File: src/rtl/muldiv_unit.sv
// Iterative MULT/MULTU/DIV/DIVU unit with architectural HI/LO registers.
// One shift-add / restoring shift-subtract step per cycle on operand magnitudes, then a sign-fix cycle.
module muldiv_unit #(
    parameter int WIDTH = 32
) (
    input  logic             clk,
    input  logic             rst,
    input  logic             start,
    input  logic [1:0]       op,
    input  logic [WIDTH-1:0] opa,
    input  logic [WIDTH-1:0] opb,
    input  logic             mthi,
    input  logic             mtlo,
    input  logic [WIDTH-1:0] hi_wdata,
    input  logic [WIDTH-1:0] lo_wdata,
    output logic [WIDTH-1:0] hi,
    output logic [WIDTH-1:0] lo,
    output logic             busy,
    output logic             done,
    output logic             div_zero
);

    localparam int CW = $clog2(WIDTH);

    typedef enum logic [1:0] {S_IDLE, S_CALC, S_FIX} state_t;

    state_t           r_state, w_next;
    logic [CW-1:0]    r_cnt;
    logic             r_is_div, r_neg_q, r_neg_r, r_dz;
    logic [WIDTH-1:0] r_b, r_ph, r_pl;

    logic             w_signed, w_dz;
    logic [WIDTH-1:0] w_amag, w_bmag;
    logic [WIDTH:0]   w_sum, w_shift, w_diff;
    logic [WIDTH-1:0] w_ph_nx, w_pl_nx;
    logic [2*WIDTH-1:0] w_prod, w_prod_fix;
    logic [WIDTH-1:0] w_q, w_r;

    assign w_signed = ~op[0];
    assign w_dz     = op[1] && (opb == '0);
    assign w_amag   = (w_signed && opa[WIDTH-1]) ? -opa : opa;
    assign w_bmag   = (w_signed && opb[WIDTH-1]) ? -opb : opb;

    // Multiply: {carry, ph, pl} accumulates the product while pl shifts the multiplier out.
    assign w_sum   = {1'b0, r_ph} + {1'b0, (r_pl[0] ? r_b : '0)};
    // Divide: ph holds the partial remainder, pl shifts dividend bits out and quotient bits in.
    assign w_shift = {r_ph, r_pl[WIDTH-1]};
    assign w_diff  = w_shift - {1'b0, r_b};

    always_comb begin
        w_ph_nx = w_sum[WIDTH:1];
        w_pl_nx = {w_sum[0], r_pl[WIDTH-1:1]};
        if (r_is_div) begin
            if (!w_diff[WIDTH]) begin
                w_ph_nx = w_diff[WIDTH-1:0];
                w_pl_nx = {r_pl[WIDTH-2:0], 1'b1};
            end else begin
                w_ph_nx = w_shift[WIDTH-1:0];
                w_pl_nx = {r_pl[WIDTH-2:0], 1'b0};
            end
        end
    end

    assign w_prod     = {r_ph, r_pl};
    assign w_prod_fix = r_neg_q ? -w_prod : w_prod;
    assign w_q        = r_neg_q ? -r_pl : r_pl;
    assign w_r        = r_neg_r ? -r_ph : r_ph;

    always_ff @(posedge clk) begin
        if (rst) r_state <= S_IDLE;
        else     r_state <= w_next;
    end

    always_comb begin
        w_next = r_state;
        case (r_state)
            S_IDLE:  if (start) w_next = w_dz ? S_FIX : S_CALC;
            S_CALC:  if (r_cnt == CW'(WIDTH-1)) w_next = S_FIX;
            S_FIX:   w_next = S_IDLE;
            default: w_next = S_IDLE;
        endcase
    end

    always_ff @(posedge clk) begin
        if (rst) begin
            r_cnt    <= '0;
            r_is_div <= 1'b0;
            r_neg_q  <= 1'b0;
            r_neg_r  <= 1'b0;
            r_dz     <= 1'b0;
            r_b      <= '0;
            r_ph     <= '0;
            r_pl     <= '0;
            hi       <= '0;
            lo       <= '0;
            busy     <= 1'b0;
            done     <= 1'b0;
            div_zero <= 1'b0;
        end else begin
            done <= 1'b0;
            case (r_state)
                S_IDLE: begin
                    if (start) begin
                        r_is_div <= op[1];
                        r_neg_q  <= w_signed & (opa[WIDTH-1] ^ opb[WIDTH-1]);
                        r_neg_r  <= w_signed & opa[WIDTH-1];
                        r_dz     <= w_dz;
                        div_zero <= w_dz;
                        r_cnt    <= '0;
                        busy     <= 1'b1;
                        r_ph     <= w_dz ? opa : '0;
                        if (w_dz) begin
                            r_pl <= '1;
                            r_b  <= '0;
                        end else if (op[1]) begin
                            r_pl <= w_amag;
                            r_b  <= w_bmag;
                        end else begin
                            r_pl <= w_bmag;
                            r_b  <= w_amag;
                        end
                    end else begin
                        // Moves to HI/LO only land when no operation is being launched.
                        if (mthi) hi <= hi_wdata;
                        if (mtlo) lo <= lo_wdata;
                    end
                end
                S_CALC: begin
                    r_cnt <= r_cnt + 1'b1;
                    r_ph  <= w_ph_nx;
                    r_pl  <= w_pl_nx;
                end
                S_FIX: begin
                    r_cnt <= '0;
                    busy  <= 1'b0;
                    done  <= 1'b1;
                    if (r_dz) begin
                        hi <= r_ph;
                        lo <= r_pl;
                    end else if (r_is_div) begin
                        hi <= w_r;
                        lo <= w_q;
                    end else begin
                        {hi, lo} <= w_prod_fix;
                    end
                end
                default: ;
            endcase
        end
    end

endmodule

File: config.mk
export PLATFORM = sky130hd
export DESIGN_NAME = muldiv_unit
export DESIGN_NICKNAME = d
export VERILOG_FILES = /design/src/rtl/muldiv_unit.sv
export SDC_FILE = /design/constraint.sdc
export NUM_CORES = 1
export LEC_CHECK = 0
export ABC_CLOCK_PERIOD_IN_PS = 3700
export CAP_MARGIN = 20
export CELL_PAD_IN_SITES_DETAIL_PLACEMENT = 0
export CELL_PAD_IN_SITES_GLOBAL_PLACEMENT = 2
export CORE_MARGIN = 3
export CORE_UTILIZATION = 33
export DETAILED_ROUTE_END_ITERATION = 10
export GPL_TIMING_DRIVEN = 0
export PLACE_DENSITY = 0.85
export SLEW_MARGIN = 30
export SYNTH_ARGS = -nofsm -noshare
export SYNTH_HDL_FRONTEND = slang
export SYNTH_SLANG_ARGS = --single-unit
File: constraint.sdc
create_clock -name clk -period 3.7 [get_ports clk]
set_input_delay 0.74 -clock clk [delete_from_list [all_inputs] [get_ports clk]]
set_output_delay 0.74 -clock clk [all_outputs]
set_load 0.02 [all_outputs]
==> impl_metrics.json <==
{
  "cts.reportedPaths.clkPinSlew_ns": 0.08,
  "number_of_optimization_iterations_in_the_first_detailed_route_pass": 6,
  "dieArea_um2": 47700,
  "synth-async-reset-ratio_pct": 0,
  "finalMaxSlewViolations": 0,
  "drt-vias-per-instance": 5.66,
  "period_needed_ns": 3.60,
  "use_met3_pct": 5.01,
  "synth-edff-count": 0,
  "grt_start_max_net_pins": 19,
  "global_route.usage.met2_pct": 41.9,
  "cts_tree": "built",
  "grt_antenna_before_repair": 0,
  "number_of_standard_cell_rows_in_the_floorplan": 77,
  "power.ir.vdd_worst_mv": 0.345,
  "clock-root-buffer": "sky130_fd_sc_hd__clkbuf_16",
  "fmaxAchievable_mhz": 278,
  "cts_htree_levels": 4,
  "slew_hr_pct": 34.8,
  "p_leak_nw": 7.31,
  "synth-seq-area-share_pct": 23.3,
  "worst_ep_required_time_ns": 4.06,
  "dpl-instance-area_um2": 17600,
  "critPathArrivalTime_ns": 3.96,
  "postSynthRegisterBits": 173,
  "tightestPinTransition_ns": 0.978,
  "final_cell_area_um2": 18700,
  "synth_cells": 2001,
  "synth_top_flop_cell": "sky130_fd_sc_hd__dfxtp_1",
  "groute.usage.overall_pct": 27.0,
  "ws_path_type": "reg -> reg",
  "holdBufCountCts": 0,
  "ys_types": 93,
  "insertion_delay_ns": 0.47,
  "syn-mean-instance-area_um2": 7.44,
  "cts_inserted_buffers": 17,
  "rsz_0062_raised_after_global_routing": "true",
  "die_w_um": 218,
  "clk_path_buf_depth": 2,
  "io-pin-count": 202,
  "port_buffers": 200,
  "initialDrtViolationCount": 1329,
  "initial_utilization_pct": 33.5,
  "r2r.worst_path.cells": 15,
  "gp_congestion": 0.916,
  "hold_class": "reg -> reg",
  "hold_violations": 0,
  "setup-tns-final_ns": 0,
  "setup-violations-final": 0,
  "postRouteAntennaNets": 0,
  "post-route-period-util_pct": 97.3,
  "remaining_drc_errors": 0,
  "setup.worst_path.start_class": "flip-flop",
  "timing.max_cap.violations": 0,
  "worst_hold_path.num_cells": 2,
  "detail_route.wirelength_um": 66000,
  "synth.cell_area_um2": 14900,
  "die_h_um": 218,
  "top_usage_layer": "met2",
  "routedWlPerCell_um": 23.2,
  "nNetsFinal": 2443,
  "clock_sink_count": 173,
  "yosys_warnings": 0,
  "status": "completed",
  "via_count_of_the_first_global_routing_pass": 15300,
  "place_hpwl_um": 53100,
  "timing.critical_path.to_type": "flip-flop",
  "groute.layer.met1.usage_pct": 36.9,
  "grt_pass1_wl_um": 97000,
  "core-area_um2": 44400,
  "postSynthNetCount": 2208,
  "p_per_area_nw_per_um2": 436,
  "global_route_overflow": 0,
  "areaGrowthSynthToFinish_pct": 25.7,
  "routed-via-count": 16100,
  "design_power_total_mw": 8.16,
  "share_of_final_layout_standard_cells_stronger_than_drive_strength_1_pct": 7.47,
  "fin_worst_skew_ns": 0.0131,
  "crit_fanout": 7
}
## Yosys cell counts (all sizes together), types with 25 or more instances
| master | number | area share [%] |
|---|---|---|
| xnor2 | 87 | 5.1 |
| ha | 70 | 5.9 |
| xor2 | 85 | 5.0 |
| mux2i | 99 | 6.7 |
| nor3 | 40 | 1.5 |
| buf | 34 | 1.0 |
| nor2 | 261 | 6.6 |
| inv | 64 | 1.6 |
| nand2 | 179 | 4.5 |
| a21oi | 207 | 7.0 |
| a21o | 31 | 1.6 |
| o21ai | 130 | 4.4 |
| a211oi | 79 | 4.0 |
| o31ai | 25 | 1.3 |
| clkbuf | 94 | 2.4 |
| dfxtp | 173 | 23 |
| a221oi | 30 | 1.8 |
## cells by family (layout without fill, tap and decap cells)
kind of cell	after synthesis	after routing	synth area share, %
adder cells (fa/ha/maj)	72	72	6.15
AO/OA/AOI/OAI	641	641	27.7
XOR/XNOR	172	172	10.1
multiplexers	115	115	7.87
flip-flops	173	173	23.3
other	0	1	0
buffers and inverters	193	441	5.02
AND/OR/NAND/NOR	635	635	19.9
## per-stage QoR
step                setup slack, ns  utilization (%)  hold WS [ns]  std cells
floorplan                     0.304                -         0.432       2001
global placement              -1.05             39.7         0.447       2793
detailed placement            -1.06             39.7         0.447       2793
CTS                         0.00562             41.5         0.455       2829
global route                -0.0268             42.1         0.474       2841
finish                       0.0981             42.1         0.459       2842
## worst max-delay path, stage by stage, from the launching register on
cell and delay [ns]:
sky130_fd_sc_hd__dfxtp_2 0.37, sky130_fd_sc_hd__clkbuf_8 0.17, sky130_fd_sc_hd__clkinvlp_4 0.12, sky130_fd_sc_hd__fa_2 0.39, sky130_fd_sc_hd__nand2b_4 0.17, sky130_fd_sc_hd__a21oi_4 0.18, sky130_fd_sc_hd__o21ai_2 0.12, sky130_fd_sc_hd__o21ba_2 0.25
sky130_fd_sc_hd__o31ai_4 0.23, sky130_fd_sc_hd__buf_4 0.17, sky130_fd_sc_hd__a41oi_2 0.12, sky130_fd_sc_hd__xor2_2 0.35, sky130_fd_sc_hd__buf_6 0.23, sky130_fd_sc_hd__mux2i_1 0.22, sky130_fd_sc_hd__a21oi_1 0.09, sky130_fd_sc_hd__a221o_1 0.29
## where the power goes
group	switching [mW]	total [mW]	internal (mW)
combinational	2.39	3.96	1.57
clock	0.941	1.86	0.919
sequential	0.269	2.34	2.07
## repair_timing
action	in CTS	in global routing
pin swaps	4	11
endpoints found under the setup margin	58	74
cloned	2	0
setup buffers	2	12
gates resized for setup	45	40
## registers in the layout, summed over array words and instances, names as in the netlist
signal    flops
busy          1
done          1
hi           32
lo           32
r_b          32
r_cnt         5
r_dz          1
r_is_div      1
r_neg_q       1
r_neg_r       1
r_ph         32
r_pl         32
r_state       2
## per-layer routing
layer  up-vias  share of wire [%]
li1       7723                  -
met3       105                7.1
met5         -                  0
met1      7597                 45
met2       649                 44
met4         0                3.7
## path summary, 6_finish.rpt
| path | from | end | slack, ns |
|---|---|---|---|
| worst max-delay path | r_ph[0] | r_ph[6] | 0.1 |
| worst min-delay path | r_b[7] | r_b[7] | 0.46 |
| worst max register to register | r_ph[0] | r_ph[6] | 0.1 |
| worst min register to register | r_b[7] | r_b[7] | 0.46 |
## placed cells by master, fill, tap and decap left out, types with 31 or more instances in the layout
master,n
sky130_fd_sc_hd__mux2i_1,99
sky130_fd_sc_hd__nor3_1,37
sky130_fd_sc_hd__clkbuf_1,91
sky130_fd_sc_hd__a21oi_1,204
sky130_fd_sc_hd__dfxtp_1,168
sky130_fd_sc_hd__a211oi_1,77
sky130_fd_sc_hd__nand2_1,178
sky130_fd_sc_hd__clkdlybuf4s50_1,197
sky130_fd_sc_hd__nor2_1,257
sky130_fd_sc_hd__xnor2_1,87
sky130_fd_sc_hd__ha_1,70
sky130_fd_sc_hd__o21ai_0,121
sky130_fd_sc_hd__inv_1,61
sky130_fd_sc_hd__xor2_1,84
sky130_fd_sc_hd__a21o_1,31
## layout make-up
cell class                      instances  area (µm²)
Antenna cell                            1        2.50
Timing Repair Buffer                  216        2130
Multi-Input combinational cell       1635       10900
Clock inverter                         14         153
Tap cell                              592         741
Fill cell                            4618       25700
Clock buffer                           18         439
Inverter                               65         251
Buffer                                128         567
Sequential cell                       173        3470
(Power assumes the default switching activity.)
